--- config.mk ---
export PLATFORM = sky130hd
export DESIGN_NAME = systolic_pe_column_acc_flat
export DESIGN_NICKNAME = d
export VERILOG_FILES = /design/src/rtl/systolic_pe_column_acc_if.sv /design/src/rtl/systolic_pe_column_acc.sv /design/src/flat_wrapper.sv
export SDC_FILE = /design/constraint.sdc
export NUM_CORES = 2
export LEC_CHECK = 0
export BUFFER_PORTS_ARGS = -buffer_cell sky130_fd_sc_hd__buf_2
export CORE_MARGIN = 1.5
export CORE_UTILIZATION = 33
export DETAILED_ROUTE_END_ITERATION = 12
export MAX_ROUTING_LAYER = met4
export SLEW_MARGIN = 20
export SYNTH_ARGS = -nofsm -noshare
export SYNTH_HDL_FRONTEND = slang
export SYNTH_SLANG_ARGS = --single-unit
--- constraint.sdc ---
create_clock -name clk -period 27.4 [get_ports clk]
set_input_delay 6.85 -clock clk [delete_from_list [all_inputs] [get_ports clk]]
set_output_delay 6.85 -clock clk [all_outputs]
set_load 0.1 [all_outputs]
--- src/rtl/systolic_pe_column_acc_if.sv ---
// Purpose: bundles the weight, left-side beat and right-side result signals of one PE column.
// Latency: none (wiring only).
// Backpressure: none; every beat is accepted in the cycle it is presented.
interface systolic_pe_column_acc_if #(
    parameter int TIN    = 8,
    parameter int ACC_DW = 32
);
    logic [1:0]               mode;
    logic [TIN*8-1:0]         wt_in;
    logic                     wt_load;
    logic                     wt_swap;
    logic                     in_valid;
    logic                     in_first;
    logic                     in_last;
    logic [TIN*8-1:0]         in_dat;
    logic                     out_valid;
    logic                     out_first;
    logic                     out_last;
    logic [TIN*8-1:0]         out_dat;
    logic                     psum_valid;
    logic signed [ACC_DW-1:0] psum;
    logic                     abort;

    // Upstream / test side: drives weights and beats, observes results.
    modport master (
        output mode, wt_in, wt_load, wt_swap, in_valid, in_first, in_last, in_dat,
        input  out_valid, out_first, out_last, out_dat, psum_valid, psum, abort
    );

    // PE column side.
    modport slave (
        input  mode, wt_in, wt_load, wt_swap, in_valid, in_first, in_last, in_dat,
        output out_valid, out_first, out_last, out_dat, psum_valid, psum, abort
    );
endinterface

--- src/rtl/systolic_pe_column_acc.sv ---
// Purpose: one systolic PE column; per-beat multi-precision dot product accumulated over first..last.
// Latency: beat forwarded right after 1 cycle; psum_valid 2 cycles after the last beat is sampled.
// Backpressure: none; a beat can be accepted every cycle, results may run back to back.
module systolic_pe_column_acc #(
    parameter int TIN    = 8,
    parameter int ACC_DW = 32
) (
    input  logic                        clk,
    input  logic                        rst_n,
    systolic_pe_column_acc_if.slave     bus
);
    localparam int DW = TIN * 8;
    // A full-precision lane product fits 16 signed bits; summing TIN lanes adds log2(TIN) bits.
    localparam int SW = 17 + $clog2(TIN);

    localparam logic [0:0] ST_IDLE  = 1'b0;
    localparam logic [0:0] ST_ACCUM = 1'b1;

    logic [DW-1:0]           wt_shadow;
    logic [DW-1:0]           wt_active;
    logic [1:0]              mode_lat;
    logic [1:0]              mode_eff;
    logic [1:0]              mode_in;
    logic signed [15:0]      lane_p;
    logic signed [SW-1:0]    beat_sum;
    logic signed [SW-1:0]    s1_sum;
    logic signed [ACC_DW-1:0] s_ext;
    logic signed [ACC_DW-1:0] acc;
    logic signed [ACC_DW-1:0] acc_nxt;
    logic [0:0]              state;

    // Signed dot product of the sub-words of one data byte against one weight byte.
    function automatic logic signed [15:0] lane_dot(input logic [7:0] d, input logic [7:0] w,
                                                    input logic [1:0] m);
        logic signed [15:0] ds;
        logic signed [15:0] ws;
        logic signed [15:0] sum;
        sum = '0;
        case (m)
            2'd1: begin
                for (int k = 0; k < 2; k++) begin
                    ds  = {{12{d[4*k+3]}}, d[4*k +: 4]};
                    ws  = {{12{w[4*k+3]}}, w[4*k +: 4]};
                    sum = sum + ds * ws;
                end
            end
            2'd2: begin
                for (int k = 0; k < 4; k++) begin
                    ds  = {{14{d[2*k+1]}}, d[2*k +: 2]};
                    ws  = {{14{w[2*k+1]}}, w[2*k +: 2]};
                    sum = sum + ds * ws;
                end
            end
            default: begin
                ds  = {{8{d[7]}}, d};
                ws  = {{8{w[7]}}, w};
                sum = ds * ws;
            end
        endcase
        return sum;
    endfunction

    // Double-buffered weights; a coincident load and swap moves the old shadow into active.
    always_ff @(posedge clk or negedge rst_n) begin
        if (!rst_n) begin
            wt_shadow <= '0;
            wt_active <= '0;
        end else begin
            if (bus.wt_load) wt_shadow <= bus.wt_in;
            if (bus.wt_swap) wt_active <= wt_shadow;
        end
    end

    // Precision for this beat: a first beat uses the live mode, later beats the mode latched at first.
    always_comb begin
        mode_in  = (bus.mode == 2'd3) ? 2'd0 : bus.mode;
        mode_eff = (bus.in_valid && bus.in_first) ? mode_in : mode_lat;
    end

    // Beat sum across all lanes using the weights active in the sampling cycle.
    always_comb begin
        beat_sum = '0;
        lane_p   = '0;
        for (int i = 0; i < TIN; i++) begin
            lane_p   = lane_dot(bus.in_dat[8*i +: 8], wt_active[8*i +: 8], mode_eff);
            beat_sum = beat_sum + {{(SW-16){lane_p[15]}}, lane_p};
        end
    end

    // Stage 1: forward the beat unconditionally and register its sum.
    always_ff @(posedge clk or negedge rst_n) begin
        if (!rst_n) begin
            bus.out_valid <= 1'b0;
            bus.out_first <= 1'b0;
            bus.out_last  <= 1'b0;
            bus.out_dat   <= '0;
            s1_sum        <= '0;
            mode_lat      <= 2'd0;
        end else begin
            bus.out_valid <= bus.in_valid;
            bus.out_first <= bus.in_first;
            bus.out_last  <= bus.in_last;
            bus.out_dat   <= bus.in_dat;
            s1_sum        <= beat_sum;
            if (bus.in_valid && bus.in_first) mode_lat <= mode_in;
        end
    end

    // A first beat restarts the accumulation; otherwise the beat adds on (wrapping).
    always_comb begin
        s_ext   = {{(ACC_DW-SW){s1_sum[SW-1]}}, s1_sum};
        acc_nxt = bus.out_first ? s_ext : acc + s_ext;
    end

    // Stage 2: IDLE/ACCUM accumulator acting on the stage-1 beat.
    always_ff @(posedge clk or negedge rst_n) begin
        if (!rst_n) begin
            state          <= ST_IDLE;
            acc            <= '0;
            bus.psum       <= '0;
            bus.psum_valid <= 1'b0;
            bus.abort      <= 1'b0;
        end else begin
            bus.psum_valid <= 1'b0;
            bus.abort      <= 1'b0;
            if (bus.out_valid) begin
                // Beats arriving in IDLE without first belong to no result and are dropped.
                if (bus.out_first || state == ST_ACCUM) acc <= acc_nxt;
                if (bus.out_first && state == ST_ACCUM) bus.abort <= 1'b1;
                if (bus.out_last && (bus.out_first || state == ST_ACCUM)) begin
                    bus.psum       <= acc_nxt;
                    bus.psum_valid <= 1'b1;
                    state          <= ST_IDLE;
                end else if (bus.out_first) begin
                    state <= ST_ACCUM;
                end
            end
        end
    end
endmodule
--- src/flat_wrapper.sv ---
// flat-port wrapper written by rule: the top's interface ports become plain ports
module systolic_pe_column_acc_flat 
#(
    parameter int TIN    = 8,
    parameter int ACC_DW = 32
)
  (clk, rst_n, bus_mode, bus_wt_in, bus_wt_load, bus_wt_swap, bus_in_valid, bus_in_first, bus_in_last, bus_in_dat, bus_out_valid, bus_out_first, bus_out_last, bus_out_dat, bus_psum_valid, bus_psum, bus_abort);
  systolic_pe_column_acc_if #(.TIN(TIN), .ACC_DW(ACC_DW)) bus_i ();
  input  logic clk;
  input  logic rst_n;
  input wire logic [$bits(bus_i.mode)-1:0] bus_mode;
  input wire logic [$bits(bus_i.wt_in)-1:0] bus_wt_in;
  input wire logic [$bits(bus_i.wt_load)-1:0] bus_wt_load;
  input wire logic [$bits(bus_i.wt_swap)-1:0] bus_wt_swap;
  input wire logic [$bits(bus_i.in_valid)-1:0] bus_in_valid;
  input wire logic [$bits(bus_i.in_first)-1:0] bus_in_first;
  input wire logic [$bits(bus_i.in_last)-1:0] bus_in_last;
  input wire logic [$bits(bus_i.in_dat)-1:0] bus_in_dat;
  output wire logic [$bits(bus_i.out_valid)-1:0] bus_out_valid;
  output wire logic [$bits(bus_i.out_first)-1:0] bus_out_first;
  output wire logic [$bits(bus_i.out_last)-1:0] bus_out_last;
  output wire logic [$bits(bus_i.out_dat)-1:0] bus_out_dat;
  output wire logic [$bits(bus_i.psum_valid)-1:0] bus_psum_valid;
  output wire logic [$bits(bus_i.psum)-1:0] bus_psum;
  output wire logic [$bits(bus_i.abort)-1:0] bus_abort;
  assign bus_i.mode = bus_mode;
  assign bus_i.wt_in = bus_wt_in;
  assign bus_i.wt_load = bus_wt_load;
  assign bus_i.wt_swap = bus_wt_swap;
  assign bus_i.in_valid = bus_in_valid;
  assign bus_i.in_first = bus_in_first;
  assign bus_i.in_last = bus_in_last;
  assign bus_i.in_dat = bus_in_dat;
  assign bus_out_valid = bus_i.out_valid;
  assign bus_out_first = bus_i.out_first;
  assign bus_out_last = bus_i.out_last;
  assign bus_out_dat = bus_i.out_dat;
  assign bus_psum_valid = bus_i.psum_valid;
  assign bus_psum = bus_i.psum;
  assign bus_abort = bus_i.abort;
  systolic_pe_column_acc #(.TIN(TIN), .ACC_DW(ACC_DW)) u_core (.clk(clk), .rst_n(rst_n), .bus(bus_i));
endmodule
---- After elaboration in Yosys (flattened, before gate mapping) ----
Index checks and enable logic that the tools add are counted.
storage, ports and cells
  bits in registers ....................... 284
  output and inout port bits .............. 101
  word-level logic and storage cells ...... 137
operators by class
  $add $sub $neg .......................... 40
  $mul .................................... 56
  equal/unequal tests ..................... 3
  multiplexer cells ....................... 17
  reduce and logical (&&, ||, !) cells .... 8
operators with widths
  kind                                                                    number
  16-bit adder                                                            32
  16-bit case mux with 2 select lines                                     8
  2-bit by 2-bit multiplier with 4-bit output                             32
  4-bit by 4-bit multiplier with 8-bit output                             16
  8-bit by 8-bit multiplier with 16-bit output                            8
  20-bit adder                                                            6
  32-bit by 20-bit adder with 32-bit output                               1
  32-bit 2-to-1 mux                                                       1
  16-bit by 16-bit adder with 17-bit output                               1
  1-bit 2-to-1 mux                                                        6
  2-bit AND reduction                                                     3
  2-bit equality test (second input constant)                             2
  2-bit 2-to-1 mux                                                        2
  1-bit logical AND                                                       3
  2-bit by 1-bit equality test with 1-bit output (second input constant)  1
  2-bit nonzero test                                                      1
  1-bit logical OR                                                        1

---- Logic depth before layout (Yosys ltp) ----
  depth after elaboration ................. 12
  depth in mapped cells ................... 42
  mapped depth without buffers ............ 41

---- Worst setup path before layout ----
OpenSTA, ideal clock, no wires.
  path type ............................... input-to-reg
  start ................................... input bus_in_dat[9]
  end ..................................... register u_core.s1_sum[19]
  library setup time ...................... 0.124 ns
  data arrival time ....................... 15.855 ns
  setup slack ............................. 11.420 ns
  stages on the path ...................... 39
  path buffers ............................ 1
  cells stage by stage .................... clkbuf_1 and2_1 inv_1 fa_1 fa_1 fa_1 inv_1 ha_1 fa_1 ha_1 a21o_1 a21oi_1 inv_1 a21o_1 fa_1 a221oi_1 a21oi_1 ha_1 (+3 left out) a21o_1 nand2_1 a221o_1 fa_1 fa_1 inv_1 fa_1 inv_1 fa_1 inv_1 ha_1 a21oi_1 a21oi_1 a21o_1 a21o_1 a21oi_1 a21oi_1 xnor2_1
on the way
  longest elaborated chain between the ends .. 12
ends and longest elaborated chain
  element                                        RTL line                       source
  from (decl)                                    flat_wrapper.sv:18             input wire logic [$bits(bus_i.in_dat)-1:0] bus_in_dat;
  2-bit by 2-bit multiplier with 4-bit output    systolic_pe_column_acc.sv:51   sum = sum + ds * ws;
  16-bit adder (3 in a row)                      systolic_pe_column_acc.sv:51
  16-bit case mux with 2 select lines (*)        systolic_pe_column_acc.sv:39   case (m)
  16-bit by 16-bit adder with 17-bit output (*)  systolic_pe_column_acc.sv:86   beat_sum = beat_sum + {{(SW-16){lane_p[15]}}, lane_p};
  20-bit adder (*) (6 in a row)                  systolic_pe_column_acc.sv:86
  net u_core.beat_sum[19]                        systolic_pe_column_acc.sv:25   logic signed [SW-1:0] beat_sum;
  to (signal assigned)                           systolic_pe_column_acc.sv:104  s1_sum <= beat_sum;
  to (decl)                                      systolic_pe_column_acc.sv:26   logic signed [SW-1:0] s1_sum;
The timed path passes the listed nets; every way through them passes the cells marked *.
A chain may end at the register's enable or synchronous reset.

---- Worst setup path in the final report ----
  start ................................... input bus_in_dat[4]
  end ..................................... register u_core.s1_sum[19]
on the way
  longest elaborated chain between the ends .. 11
ends and longest elaborated chain
  element                                        RTL line
  2-bit by 2-bit multiplier with 4-bit output    systolic_pe_column_acc.sv:51
  16-bit adder (2 in a row)                      systolic_pe_column_acc.sv:51
  16-bit case mux with 2 select lines (*)        systolic_pe_column_acc.sv:39
  16-bit by 16-bit adder with 17-bit output (*)  systolic_pe_column_acc.sv:86
  20-bit adder (*) (6 in a row)                  systolic_pe_column_acc.sv:86
  net u_core.beat_sum[19]                        systolic_pe_column_acc.sv:25
Marks and branches as above.

==> flow_metrics.env <==
export IMPL_cts_tree="built"
export IMPL_hold_buffers=0
export IMPL_cp_top_family="adder cells"
export IMPL_final_common_cell="inv_1"
export IMPL_crit_fanout=10
export IMPL_cts_setup_buffers=0
export IMPL_grt_pass1_vias=38000
export IMPL_outcome="completed"
export IMPL_clock_sinks=284
export IMPL_drt_iter0_drc=1639
export IMPL_grt_first_pass_wirelength_um=213000
export IMPL_synth_flop_cell="dfrtp_1"
export IMPL_ios=238
export IMPL_fin_crit_sh_pct=58.7
export IMPL_grt_antenna_before_repair=5
export IMPL_max_slew_margin_rel_pct=39.4
export IMPL_synth_edff_count=0
export IMPL_start_util_pct=33.3
export IMPL_placed_area_mm2=0.0539
export IMPL_globalRouteTotalUtil_pct=17.8
export IMPL_drive_gt1_share_pct=9.52
export IMPL_place_gp_congestion=0.914
export IMPL_wl_um=131000
export IMPL_netlist_top_cell_by_area="fa_1"
export IMPL_slew_violations=0
export IMPL_ys_ff_latch=284
export IMPL_firstDrtPassIters=5
export IMPL_crit_buf_inv=6
export IMPL_vias=35400
export IMPL_async_flop_share_pct=100
export IMPL_dieHeight_um=394
export IMPL_fp_dieArea_mm2=0.155
export IMPL_critical_path_max_stage_delay_ns=0.61
export IMPL_grt_ovfl_total=0
export IMPL_synth_seq_area_share_pct=14.1
export IMPL_grt_setup_unrepaired="false"
export IMPL_cts_made_buffers=43
export IMPL_path_class="input port to flop"
export IMPL_fill_cells=15400
export IMPL_synth_area_mm2=0.0505
export IMPL_tightest_slew_ns=0.908
export IMPL_critPathLaunchType="input port"
export IMPL_end_kind="flop"
export IMPL_ys_top_cells_by_area="fa_1 31%, ha_1 16%, dfrtp_1 14%, inv_1 7.6%, xnor2_1 4.2%"
export IMPL_yosys_warnings=0
export IMPL_fmax_mhz=62.2
export IMPL_viasPerCell=4.77
export IMPL_syn_avg_cell_area_um2=9.74
export IMPL_cts_clk_slew_worst_paths_ns=0.06
export IMPL_finClkSkew_ns=0.0212
export IMPL_crit_slowest_cell="a2111oi_0"
export IMPL_drcViolationCount=0
export IMPL_synth_nets=6751
export IMPL_syn_inst=5186
export IMPL_synthDistinctLibCells=77
export IMPL_fin_area_mm2=0.0554
export IMPL_cts_root_buf="clkbuf_16"
export IMPL_num_nets_final=6918
export IMPL_syn2layout_area_growth_pct=9.72
export IMPL_insertion_delay_ns=0.63
export IMPL_maxCapViolCount=0
export IMPL_drtAntennaViolNets=0
export IMPL_num_rows=143
export IMPL_clock_path_buffers=3
export IMPL_final_cell_mix="1,026 x inv_1, 790 x fa_1, 636 x ha_1"
export IMPL_port_buffers=237
export IMPL_cp_required_ns=27.94
export IMPL_cts_htree_levels=2
export IMPL_finalSetupViolations=0
export IMPL_wl_per_cell_um=17.7
export IMPL_min_period_ns=16.09
export IMPL_grt_max_degree=65
export IMPL_core_region_area_mm2=0.152
export IMPL_hold_viol=0
export IMPL_arrival_ns=16.63
export IMPL_setup_tns_ns=0
export IMPL_netlist_area_leader_share_pct=31.3
export IMPL_cts_resized=0
export IMPL_hold_path_class="flop to flop"
export IMPL_dpl_hpwl_um=111000
export IMPL_die_width_um=394
[registers in the layout, summed over array words and instances, names as in the netlist]
signal                 flops
u_core.bus.out_dat        64
u_core.wt_active          64
u_core.wt_shadow          64
u_core.acc                32
u_core.bus.psum           32
u_core.s1_sum             20
u_core.mode_lat            2
u_core.bus.abort           1
u_core.bus.out_first       1
u_core.bus.out_last        1
u_core.bus.out_valid       1
u_core.bus.psum_valid      1
u_core.state               1
[synthesized netlist by cell type, drive strengths merged (11+ instances only)]
master	number
nand2	297
nand2b	95
xnor2	240
o21bai	38
inv	1026
nor3	24
a21o	146
dfrtp	284
nor2b	61
clkbuf	126
and2	291
a2111oi	11
o211ai	12
xor2	120
nand3	19
or2	16
a21oi	263
o21a	19
a21boi	19
nor2	99
and3	23
a221oi	54
mux2	132
ha	638
fa	790
o21ai	193
[cells by family after synthesis]
family	count (synthesis)	share of synthesized area (%)
AOI/OAI and AO/OA	864	11.0
buffers and inverters	1161	8.69
xor gates and xnor gates	360	6.24
adders and majority gates	1428	47.1
muxes	138	3.06
DFF	284	14.1
and+or+nand+nor	951	9.80
[metrics by stage]
step	instances	setup slack, ns	hold WS [ns]	utilization (%)
2_1_floorplan	5186	11.42	0.449	-
3_3_place_gp	7338	10.79	0.459	35.5
3_5_place_dp	7338	10.76	0.465	35.5
4_1_cts	7416	11.44	0.479	36.5
5_1_grt	7421	10.80	0.499	36.5
6_report	7422	11.31	0.475	36.5
[per-layer routing]
| layer | up-vias | wire length (um) | GRT usage [%] |
|---|---|---|---|
| met5 | - | 0 | - |
| li1 | 16900 | - | - |
| met4 | 0 | 2820 | 3.86 |
| met2 | 541 | 64500 | 30.0 |
| met3 | 107 | 4750 | 2.10 |
| met1 | 17800 | 59100 | 23.0 |
[worst paths after layout]
check	start	endpoint	slack, ns	cells after the start
min in group asynchronous	rst_n	u_core.wt_active[6]	6.13	1
setup reg to reg	u_core.wt_active[7]	u_core.s1_sum[19]	17.02	36
hold / removal	u_core.bus.psum[4]	u_core.bus.psum[4]	0.47	2
max in group asynchronous	rst_n	u_core.bus.out_dat[16]	18.52	4
setup / recovery	bus_in_dat[4]	u_core.s1_sum[19]	11.31	37
hold reg to reg	u_core.bus.psum[4]	u_core.bus.psum[4]	0.47	2
[cell type report]
cell class / count / area, um^2 / area share, %
well taps: 2030 / 2540 / 4.58
clock buffers: 51 / 1170 / 2.10
diodes: 6 / 15.0 / 0.0271
multi-input cells: 3741 / 39100 / 70.5
inverters: 1027 / 3850 / 6.95
repair buffers: 256 / 1340 / 2.42
flip-flops and latches: 284 / 7110 / 12.8
clock inverters: 27 / 344 / 0.621
[worst min-delay path, stage by stage, from the launching register on]
cell and delay [ns]:
dfrtp_1 0.34, nand2_1 0.04, o21ai_0 0.06
Power is not shown: default switching activity piles up to over one toggle a cycle in this logic, so the estimate is an artifact.
